File: src/rtl/mlp_pkg.sv
// mlp_pkg: shared definitions for the sequential MLP core.
//   - register addresses and CTRL bit positions
//   - sequencer state encoding
//   - sat_act(): clamps a wide signed sum into an OUT-width range
//     (ReLU floor at 0 or signed floor at -2^(w-1)); sums up to 64 bits.
package mlp_pkg;

  localparam logic [2:0] A_CTRL   = 3'd0;
  localparam logic [2:0] A_INPUT  = 3'd1;
  localparam logic [2:0] A_WEIGHT = 3'd2;
  localparam logic [2:0] A_OUTPUT = 3'd3;
  localparam logic [2:0] A_STATUS = 3'd4;

  localparam int B_RUN     = 0;
  localparam int B_DONE    = 1;
  localparam int B_IRQ_EN  = 2;
  localparam int B_LAYER   = 3;
  localparam int B_BUSY    = 4;
  localparam int B_PTR_CLR = 5;
  localparam int B_ERR     = 6;

  typedef enum logic [2:0] {
    S_IDLE, S_H_BIAS, S_H_MAC, S_H_ACT, S_O_BIAS, S_O_MAC, S_O_ACT
  } state_t;

  function automatic logic signed [63:0] sat_act(input logic signed [63:0] v,
                                                 input int w, input logic relu);
    logic signed [63:0] hi, lo;
    hi = (64'sd1 <<< (w - 1)) - 64'sd1;
    lo = relu ? 64'sd0 : -(64'sd1 <<< (w - 1));
    if (v > hi)      return hi;
    else if (v < lo) return lo;
    else             return v;
  endfunction

endpackage

File: src/rtl/mlp_mac_act.sv
// mlp_mac_act: shared accumulator + activation for both MLP layers.
//   clk, rst      clock, async active-low reset
//   load          acc <= sign-extended w (bias cycle)
//   mac_en        acc <= acc + a*w
//   lin           1: linear signed saturation, 0: ReLU + positive saturation
//   a, w          signed operand / weight (w doubles as the bias)
//   act           activation of (acc >>> FRAC_BITS), combinational
// MAC_WIDTH must not exceed 64 (the saturation helper works on 64 bits).
module mlp_mac_act
  import mlp_pkg::*;
#(
  parameter int A_W       = 16,
  parameter int WGT_WIDTH = 16,
  parameter int MAC_WIDTH = 64,
  parameter int OUT_WIDTH = 16,
  parameter int FRAC_BITS = 0
) (
  input  logic                        clk,
  input  logic                        rst,
  input  logic                        load,
  input  logic                        mac_en,
  input  logic                        lin,
  input  logic signed [A_W-1:0]       a,
  input  logic signed [WGT_WIDTH-1:0] w,
  output logic signed [OUT_WIDTH-1:0] act
);

  logic signed [A_W+WGT_WIDTH-1:0] prod;
  logic signed [MAC_WIDTH-1:0]     acc, sum;
  logic signed [63:0]              sat;
  logic                            unused_sat;

  assign prod = a * w;

  always_ff @(posedge clk or negedge rst) begin
    if (!rst)        acc <= '0;
    else if (load)   acc <= MAC_WIDTH'(w);
    else if (mac_en) acc <= acc + MAC_WIDTH'(prod);
  end

  assign sum        = acc >>> FRAC_BITS;
  assign sat        = sat_act(64'(sum), OUT_WIDTH, !lin);
  assign act        = sat[OUT_WIDTH-1:0];
  assign unused_sat = ^sat;

endmodule

File: src/rtl/mlp_seq_core.sv
// mlp_seq_core: time-multiplexed two-layer MLP behind a small register bus.
//   clk, rst            clock, async active-low reset
//   write_en/read_en    bus strobes; addr selects CTRL/INPUT/WEIGHT/OUTPUT/STATUS
//   writedata/readdata  32-bit bus data; readdata registered, held between reads
//   irq                 DONE & IRQ_EN
// Build option: MLP_SEQ_OUT_RELU_EN makes the output layer ReLU like the
// hidden layer; otherwise the output layer is linear with signed saturation.
module mlp_seq_core
  import mlp_pkg::*;
#(
  parameter int N_INPUTS  = 2,
  parameter int N_HIDDEN  = 4,
  parameter int N_OUTPUT  = 2,
  parameter int IN_WIDTH  = 16,
  parameter int WGT_WIDTH = 16,
  parameter int MAC_WIDTH = 64,
  parameter int OUT_WIDTH = 16,
  parameter int FRAC_BITS = 0
) (
  input  logic        clk,
  input  logic        rst,
  input  logic        write_en,
  input  logic        read_en,
  input  logic [2:0]  addr,
  input  logic [31:0] writedata,
  output logic [31:0] readdata,
  output logic        irq
);

  localparam int HW_N = N_HIDDEN * (N_INPUTS + 1);
  localparam int OW_N = N_OUTPUT * (N_HIDDEN + 1);
  localparam int IW   = (N_INPUTS > 1) ? $clog2(N_INPUTS) : 1;
  localparam int HIW  = (N_HIDDEN > 1) ? $clog2(N_HIDDEN) : 1;
  localparam int OIW  = (N_OUTPUT > 1) ? $clog2(N_OUTPUT) : 1;
  localparam int HWW  = $clog2(HW_N);
  localparam int OWW  = $clog2(OW_N);
  localparam int WAW  = (HWW > OWW) ? HWW : OWW;
  localparam int CW   = (IW > HIW) ? IW : HIW;
  localparam int NW   = (HIW > OIW) ? HIW : OIW;
  localparam int A_W  = (IN_WIDTH > OUT_WIDTH) ? IN_WIDTH : OUT_WIDTH;

  state_t state;
  logic   done, err, irq_en, layer_sel;
  logic [IW-1:0]  in_ptr;
  logic [HWW-1:0] hw_ptr;
  logic [OWW-1:0] ow_ptr;
  logic [OIW-1:0] out_ptr;
  logic [WAW-1:0] wa;   // walks the active layer's weight memory linearly
  logic [CW-1:0]  k;    // MAC operand index
  logic [NW-1:0]  n;    // neuron index

  logic signed [IN_WIDTH-1:0]  x_mem  [N_INPUTS];
  logic signed [WGT_WIDTH-1:0] hw_mem [HW_N];
  logic signed [WGT_WIDTH-1:0] ow_mem [OW_N];
  logic signed [OUT_WIDTH-1:0] hid    [N_HIDDEN];
  logic signed [OUT_WIDTH-1:0] res    [N_OUTPUT];

  logic busy, out_layer, lin, unused_wd;
  logic signed [WGT_WIDTH-1:0] w_cur;
  logic signed [A_W-1:0]       a_cur;
  logic signed [OUT_WIDTH-1:0] act;
  logic [31:0] ctrl_rd, status_rd;

  assign busy      = (state != S_IDLE);
  assign out_layer = state inside {S_O_BIAS, S_O_MAC, S_O_ACT};
  assign w_cur     = out_layer ? ow_mem[wa[OWW-1:0]] : hw_mem[wa[HWW-1:0]];
  assign a_cur     = out_layer ? A_W'(hid[k[HIW-1:0]]) : A_W'(x_mem[k[IW-1:0]]);
  assign irq       = done & irq_en;
  assign ctrl_rd   = {25'd0, err, 1'b0, busy, layer_sel, irq_en, done, 1'b0};
  assign status_rd = {8'(out_ptr), 8'(ow_ptr), 8'(hw_ptr), 8'(in_ptr)};
  assign unused_wd = ^writedata;

`ifdef MLP_SEQ_OUT_RELU_EN
  assign lin = 1'b0;
`else
  assign lin = out_layer;
`endif

  mlp_mac_act #(
    .A_W(A_W), .WGT_WIDTH(WGT_WIDTH), .MAC_WIDTH(MAC_WIDTH),
    .OUT_WIDTH(OUT_WIDTH), .FRAC_BITS(FRAC_BITS)
  ) u_mac (
    .clk    (clk),
    .rst    (rst),
    .load   (state == S_H_BIAS || state == S_O_BIAS),
    .mac_en (state == S_H_MAC  || state == S_O_MAC),
    .lin    (lin),
    .a      (a_cur),
    .w      (w_cur),
    .act    (act)
  );

  // Statement order matters: W1C clears precede sets so a set in the same
  // cycle wins, and a RUN in the same cycle as an OUTPUT read zeroes out_ptr.
  always_ff @(posedge clk or negedge rst) begin
    if (!rst) begin
      state <= S_IDLE;
      {done, err, irq_en, layer_sel} <= '0;
      in_ptr <= '0; hw_ptr <= '0; ow_ptr <= '0; out_ptr <= '0;
      wa <= '0; k <= '0; n <= '0;
      readdata <= '0;
      for (int i = 0; i < N_INPUTS; i++) x_mem[i]  <= '0;
      for (int i = 0; i < HW_N; i++)     hw_mem[i] <= '0;
      for (int i = 0; i < OW_N; i++)     ow_mem[i] <= '0;
      for (int i = 0; i < N_HIDDEN; i++) hid[i]    <= '0;
      for (int i = 0; i < N_OUTPUT; i++) res[i]    <= '0;
    end else begin
      if (read_en) begin
        case (addr)
          A_CTRL:   readdata <= ctrl_rd;
          A_STATUS: readdata <= status_rd;
          A_OUTPUT: begin
            readdata <= 32'(res[out_ptr]);
            out_ptr  <= (out_ptr == OIW'(N_OUTPUT - 1)) ? '0 : out_ptr + 1'b1;
          end
          default:  readdata <= '0;
        endcase
      end

      if (write_en) begin
        case (addr)
          A_CTRL: begin
            irq_en    <= writedata[B_IRQ_EN];
            layer_sel <= writedata[B_LAYER];
            if (writedata[B_DONE]) done <= 1'b0;
            if (writedata[B_ERR])  err  <= 1'b0;
            if (writedata[B_PTR_CLR]) begin
              in_ptr <= '0; hw_ptr <= '0; ow_ptr <= '0; out_ptr <= '0;
            end
            if (writedata[B_RUN]) begin
              if (busy) err <= 1'b1;
              else begin
                state <= S_H_BIAS;
                done <= 1'b0; out_ptr <= '0;
                wa <= '0; k <= '0; n <= '0;
              end
            end
          end
          A_INPUT: begin
            if (busy) err <= 1'b1;
            else begin
              x_mem[in_ptr] <= writedata[IN_WIDTH-1:0];
              in_ptr <= (in_ptr == IW'(N_INPUTS - 1)) ? '0 : in_ptr + 1'b1;
            end
          end
          A_WEIGHT: begin
            if (busy) err <= 1'b1;
            else if (layer_sel) begin
              ow_mem[ow_ptr] <= writedata[WGT_WIDTH-1:0];
              ow_ptr <= (ow_ptr == OWW'(OW_N - 1)) ? '0 : ow_ptr + 1'b1;
            end else begin
              hw_mem[hw_ptr] <= writedata[WGT_WIDTH-1:0];
              hw_ptr <= (hw_ptr == HWW'(HW_N - 1)) ? '0 : hw_ptr + 1'b1;
            end
          end
          default: ;
        endcase
      end

      case (state)
        S_IDLE: ;
        S_H_BIAS: begin wa <= wa + 1'b1; k <= '0; state <= S_H_MAC; end
        S_H_MAC: begin
          wa <= wa + 1'b1; k <= k + 1'b1;
          if (k == CW'(N_INPUTS - 1)) state <= S_H_ACT;
        end
        S_H_ACT: begin
          hid[n[HIW-1:0]] <= act;
          if (n == NW'(N_HIDDEN - 1)) begin
            n <= '0; wa <= '0; state <= S_O_BIAS;
          end else begin
            n <= n + 1'b1; state <= S_H_BIAS;
          end
        end
        S_O_BIAS: begin wa <= wa + 1'b1; k <= '0; state <= S_O_MAC; end
        S_O_MAC: begin
          wa <= wa + 1'b1; k <= k + 1'b1;
          if (k == CW'(N_HIDDEN - 1)) state <= S_O_ACT;
        end
        S_O_ACT: begin
          res[n[OIW-1:0]] <= act;
          if (n == NW'(N_OUTPUT - 1)) begin
            n <= '0; state <= S_IDLE; done <= 1'b1;
          end else begin
            n <= n + 1'b1; state <= S_O_BIAS;
          end
        end
        default: state <= S_IDLE;
      endcase
    end
  end

endmodule

File: config.mk
export PLATFORM = sky130hd
export DESIGN_NAME = mlp_seq_core
export DESIGN_NICKNAME = d
export VERILOG_FILES = /design/src/rtl/mlp_pkg.sv /design/src/rtl/mlp_mac_act.sv /design/src/rtl/mlp_seq_core.sv
export SDC_FILE = /design/constraint.sdc
export NUM_CORES = 2
export LEC_CHECK = 0
export CAP_MARGIN = 20
export CORE_MARGIN = 3
export CORE_UTILIZATION = 30
export CTS_CLUSTER_SIZE = 25
export DETAILED_ROUTE_END_ITERATION = 10
export PLACE_DENSITY = 0.46
export SLEW_MARGIN = 10
export SYNTH_ARGS = -nofsm -noshare
export SYNTH_HDL_FRONTEND = slang
export SYNTH_SLANG_ARGS = --single-unit
File: constraint.sdc
create_clock -name clk -period 14.5 [get_ports clk]
set_input_delay 3.625 -clock clk [delete_from_list [all_inputs] [get_ports clk]]
set_output_delay 3.625 -clock clk [all_outputs]
set_load 0.02 [all_outputs]
; ---- Word-level counts from Yosys, hierarchy flattened
; Index checks and enable logic that the tools add are counted.
[word_totals]
reg_bits = 601
word_cells = 234
in_bits = 39
output_inout_bits = 33
[classes]
n_mux = 94
n_mul = 1
n_reduce_logical = 35
n_eq_ne = 24
n_bitwise = 12
add_sub_neg = 8
n_lt_le_gt_ge = 16
[ops]
columns = operator, count
row1 = $mux 16, 21
row2 = $bwmux 192, 1
row3 = $mux 64, 3
row4 = $bwmux 160, 1
row5 = $bmux 16 s4, 2
row6 = $demux 16 s4, 2
row7 = $pmux 32 s3, 1
row8 = $add 64x32->64, 1
row9 = $bwmux 32, 2
row10 = $bwmux 64, 1
row11 = $gt 64x16->1 const B, 1
row12 = $lt 64x64->1, 1
row13 = $mux 4, 12
row14 = $bmux 16 s2, 1
row15 = $demux 16 s1, 2
row16 = $demux 16 s2, 1
row17 = $mul 16x16->32, 1
row18 = $mux 3, 8
row19 = $pmux 4 s2, 3
row20 = $reduce_bool 3->1, 8
row21 = $mux 1, 22
row22 = $pmux 3 s7, 1
row23 = $reduce_and 4->1, 5
row24 = $ge 5x5->1 const B, 3
row25 = 35 further kinds, 86

; ---- Depth between registers and ports, before layout
[logic_depth]
depth_word = 9
ltp_mapped = 36
depth_no_buf = 31

; ---- Modules after synthesis
; From an unflattened synthesis, not the netlist that was laid out.
[unflattened]
cells_unflattened = 4012
area_unflattened_um2 = 45030.7
[modules_own_cells]
columns = module, n_inst, area_per_inst_um2, seq_area_each_um2, cells_per_inst
row1 = mlp_seq_core, 1, 24385.9, 13162.6, 1736
row2 = mlp_mac_act, 1, 20644.8, 1601.5, 2276

; ---- Worst setup path after synthesis
; OpenSTA, ideal clock, no wires.
[synth_path]
path_type = reg2reg
startpoint = register state[2]
endpoint = register u_mac.acc[61]
setup_ns = 0.086
path_stages_with_launch = 31
period_less_slack_ns = 10.016
path_slack_ns = 4.484
arrival_ns = 9.930
cell_sequence = dfrtp_1 inv_1 a21oi_2 inv_2 clkbuf_1 clkbuf_1 nor2_1 a221oi_2 or2_2 fa_1 fa_1 fa_1 fa_1 inv_1 fa_1 inv_1 fa_1 inv_1 ha_1 buf_2 a21o_1 a21o_1 a21oi_1 a21oi_1 a211oi_1 o21a_1 or3b_1 buf_6 a221o_2 mux2i_1 nor3_1
[synth_between]
elab_chain_cells = 7
elab_cells_between_ends = 15
classes_between = 1 x add/sub / 1 x mul / 5 x eq/ne / 4 x mux / 4 x reduce/logical
[synth_rtl]
columns = element, line
row1 = from (decl), mlp_seq_core.sv:42  ; state_t state;
row2 = from (signal assigned), mlp_seq_core.sv:97  ; state <= S_IDLE;
row3 = from (signal assigned), mlp_seq_core.sv:133  ; state <= S_H_BIAS;
row4 = from (signal assigned), mlp_seq_core.sv:162  ; S_H_BIAS: begin wa <= wa + 1'b1; k <= '0; state <= S_H_MAC; end
row5 = $eq 3x3->1 (on tied branches), "mlp_seq_core.sv:65, mlp_seq_core.sv:85, mlp_seq_core.sv:86"
row6 = $reduce_bool 3->1, mlp_seq_core.sv:65  ; assign out_layer = state inside {S_O_BIAS, S_O_MAC, S_O_ACT};
row7 = $mux 16 (on tied branches), "mlp_seq_core.sv:67, mlp_seq_core.sv:66"
row8 = $mul 16x16->32, mlp_mac_act.sv:33  ; assign prod = a * w;
row9 = $add 64x32->64, mlp_mac_act.sv:38  ; else if (mac_en) acc <= acc + MAC_WIDTH'(prod);
row10 = $mux 64, mlp_mac_act.sv:38
row11 = $mux 64, mlp_mac_act.sv:37  ; else if (load) acc <= MAC_WIDTH'(w);
row12 = to (signal assigned), mlp_mac_act.sv:37
row13 = to (signal assigned), mlp_mac_act.sv:38
row14 = to (decl), mlp_mac_act.sv:29  ; logic signed [MAC_WIDTH-1:0] acc, sum;
; Several ways; a longest one is shown, not always the timed one. The select of a mux whose other input is x is not followed.
; A chain may end at the register's enable or synchronous reset.

; ---- Final worst setup path
[layout_path]
startpoint = register wa[0]
endpoint = register u_mac.acc[62]
[layout_between]
elab_chain_cells = 9
elab_cells_between_ends = 12
classes_between = 1 x add/sub / 1 x mul / 9 x mux / 1 x bitwise
[layout_rtl]
columns = element, line
row1 = from (decl), mlp_seq_core.sv:48  ; logic [WAW-1:0] wa;
row2 = from (signal assigned), mlp_seq_core.sv:164  ; wa <= wa + 1'b1; k <= k + 1'b1;
row3 = from (signal assigned), mlp_seq_core.sv:177  ; wa <= wa + 1'b1; k <= k + 1'b1;
row4 = $not 4->5 (implied by the code) *, mlp_seq_core.sv:66  ; assign w_cur = out_layer ? ow_mem[wa[OWW-1:0]] : hw_mem[wa[HWW-1:0]];
row5 = $bmux 16 s4, mlp_seq_core.sv:66
row6 = $mux 16 (implied by the code) (2 in series), mlp_seq_core.sv:66
row7 = $mux 16 *, mlp_seq_core.sv:66
row8 = $mul 16x16->32, mlp_mac_act.sv:33
row9 = $add 64x32->64, mlp_mac_act.sv:38
row10 = $mux 64, mlp_mac_act.sv:38
row11 = $mux 64 *, mlp_mac_act.sv:37
; Every way passes the cells marked *; elsewhere a longest branch is shown, timed or not. The select of a mux whose other input is x is not followed.

==> reports/results.txt <==
outcome: completed
Worst EP required: 14.99 ns
ys flop type: dfrtp_1
die height: 390 µm
Min-Delay Endpoint: hid[1]
clock sink count: 590
fin nets: 4745
largest net degree at the start of global routing: 155
min cycle time layout: 10.89 ns
Post-synth EDFFs: 0
Synth Instances: 4080
cell taking the most area after synthesis: dfrtp_1
#FFs+latches synth: 590
R2R depth: 27
clock tree buffer depth: 3
register area share after synthesis: 33.3%
final hold vios: 0
post-synthesis net count: 4768
worst setup path class: register to register
Crit Reg-Reg Startpoint: wa[0]
num ports: 72
HP Start: hid[1]
detailed-route via count: 30000
CP startpoint kind: register
Syn-to-layout area delta: 11.6%
clk_lat worst skew: 0.65 ns
CP max FO: 45
setup repair bufs after CTS: 0
mapped cell area: 44300 µm²
Slew Limit Fails: 0
CTS tree: done
Syn Area/Cell: 10.9 µm²
die area: 152000 µm²
grt total ovfl: 0
total CTS buffers: 73
RSZ-0062 raised after global routing: false
maximum clock frequency: 91.8 MHz
Hold Path Class: register to register
grt met2 use: 27.8%
count of different cell masters after synthesis: 82
CP Capture Type: register
flop2flop setup slack: 3.61 ns
routed length per placed instance: 20.9 µm
Max-Cap Viols: 0
PortBufs: 55
Starting Density: 30.3%
Setup Viol. Count Final: 0
Synth top area share: 33.3%
initial antenna violation count: 5
clk root buf: clkbuf_16
clock slew at reported path FFs: 0.06 ns
worst hold path depth: 2
DRC: 0
Rel. slew slack: 25.1%
fill cell count: 14800
Core Area: 146000 µm²
Gates resized, CTS repair: 0
drt first pass iters: 5
Tightest Pin Transition: 1.11 ns
met3 Use GR: 2.37%
met1 usage in global routing: 23.1%
GR peak layer: met2
layout cells sized above 1: 18.2%
Synth warnings: 0
CP arrival: 11.38 ns
register area: 14800 µm²
Total GRT Usage: 16.8%
multi-input logic area: 26700 µm²
Routed WL: 126000 µm
Die W: 390 µm
global-route wire length before repair: 196000 µm
Post-synth ARST share: 100%
Via density: 4.97
Antenna Nets Post-Route: 0
final worst clock skew: 0.0391 ns
std cell rows: 140
TNS Setup: 0 ns
Post-DP HPWL: 90200 µm
initial drt markers: 1899
routability cong.: 0.826
vias in the first global route: 31400
Synth area leaders: dfrtp_1 (33%), fa_1 (19%), mux2_2 (10%)
H-tree Lvls: 3
cts hold-fix bufs: 0
Critical R2R Capture: u_mac.acc[62]
Final Cycle Share: 75.1%
-- layout make-up --
type                       count  share of cell area, %
timing repair buffer         128                   2.36
clock buffer                 107                   4.36
tap                         1917                   4.85
multi-input combinational   2725                   53.9
clock inverter                21                  0.519
antenna                        3                 0.0152
inverter                     539                   4.09
sequential                   590                   29.9
-- worst max path at each step --
stage | start | end | slack (ns) | depth (start not counted)
2_1_floorplan | state[2] | u_mac.acc[61] | 4.48 | 30
3_3_place_gp | wa[0] | u_mac.acc[62] | 3.52 | 27
3_5_place_dp | wa[0] | u_mac.acc[62] | 3.48 | 27
4_1_cts | wa[0] | u_mac.acc[62] | 3.44 | 27
5_1_grt | wa[0] | u_mac.acc[62] | 2.82 | 27
6_report | wa[0] | u_mac.acc[62] | 3.61 | 27
-- layout by cell type, fill, tap and decap left out, drive strengths merged, types with 17 or more instances in the layout --
cell type	Yosys	routed
nand3	23	23
clkbuf	155	108
nand2	362	362
xnor2	35	35
nand4	18	18
nor2	256	256
mux4	96	96
a21oi	233	233
inv	538	540
a211oi	20	20
dfrtp	590	590
clkinv	1	17
fa	426	426
a21o	46	46
nand2b	29	29
mux2	407	407
nor4	17	17
and2	17	17
o21ai	193	193
nor3	35	35
xor2	23	23
a22oi	25	25
mux2i	40	40
clkdlybuf4s50	0	52
o21a	28	28
ha	223	223
buf	71	75
-- per-stage QoR --
stage	cell area [µm²]	cells	hold WS [ns]	utilization, %	worst slack [ns]
3_5_place_dp	47000	5894	0.466	32.1	3.48
6_report	49500	6030	0.474	33.8	3.61
2_1_floorplan	44300	4080	0.445	-	4.48
3_3_place_gp	47000	5893	0.457	32.1	3.52
4_1_cts	49400	6022	0.480	33.8	3.44
5_1_grt	49400	6028	0.491	33.8	2.82
-- layer usage --
layer / vias up / share of wire [%]
met5: - / 0
met4: 0 / 2.8
met1: 15700 / 45
li1: 13600 / -
met2: 506 / 48
met3: 131 / 3.7
-- Yosys cell counts (all sizes together) (20+ instances only) --
cell type / instances
o21a: 28
ha: 223
a211oi: 20
clkbuf: 155
dfrtp: 590
nand2b: 29
mux2: 407
xnor2: 35
a21oi: 233
inv: 538
nand3: 23
nor3: 35
nor2: 256
fa: 426
mux4: 96
mux2i: 40
a21o: 46
a22oi: 25
buf: 71
xor2: 23
o21ai: 193
nand2: 362
-- flip-flops by register name (all words and copies together) (netlist names) --
signal     count
k              2
n              2
u_mac.acc     64
readdata      21
ow_ptr         4
done           1
in_ptr         1
err            1
x_mem         32
hid           64
ow_mem       160
hw_ptr         4
state          3
wa             4
out_ptr        1
layer_sel      1
irq_en         1
hw_mem       192
res           32
-- worst max-delay path, cell delays in order (launching register included) --
cell	delay, ns
dfrtp_4	0.97
buf_12	0.40
mux4_2	0.57
nand2_1	0.09
nand2_1	0.19
a221oi_2	0.29
buf_4	0.32
or2_2	0.24
fa_1	0.56
fa_1	0.75
fa_1	0.77
fa_1	0.70
inv_1	0.56
fa_1	0.66
inv_1	0.06
fa_1	0.47
inv_1	0.04
ha_1	0.49
nand4_1	0.25
nor4_2	0.40
a22oi_1	0.13
and2_1	0.21
a22o_1	0.22
o41ai_2	0.56
a31oi_1	0.21
nor2_1	0.21
mux2i_1	0.23
a211oi_1	0.06
-- logic make-up (layout without fill, tap and decap cells) --
group                      count (synthesis)  in the layout  share of synthesized area, %
AOI/OAI and AO/OA                        651            651                          9.04
xor gates and xnor gates                  58             58                          1.15
adders and majority gates                649            649                          25.5
buffers and inverters                    765            795                          6.72
DFF                                      590            590                          33.3
muxes                                    543            543                          16.1
other                                      0              3                             0
and+or+nand+nor                          824            824                          8.11
Power is not shown: default switching activity piles up to over one toggle a cycle in this logic, so the estimate is an artifact.
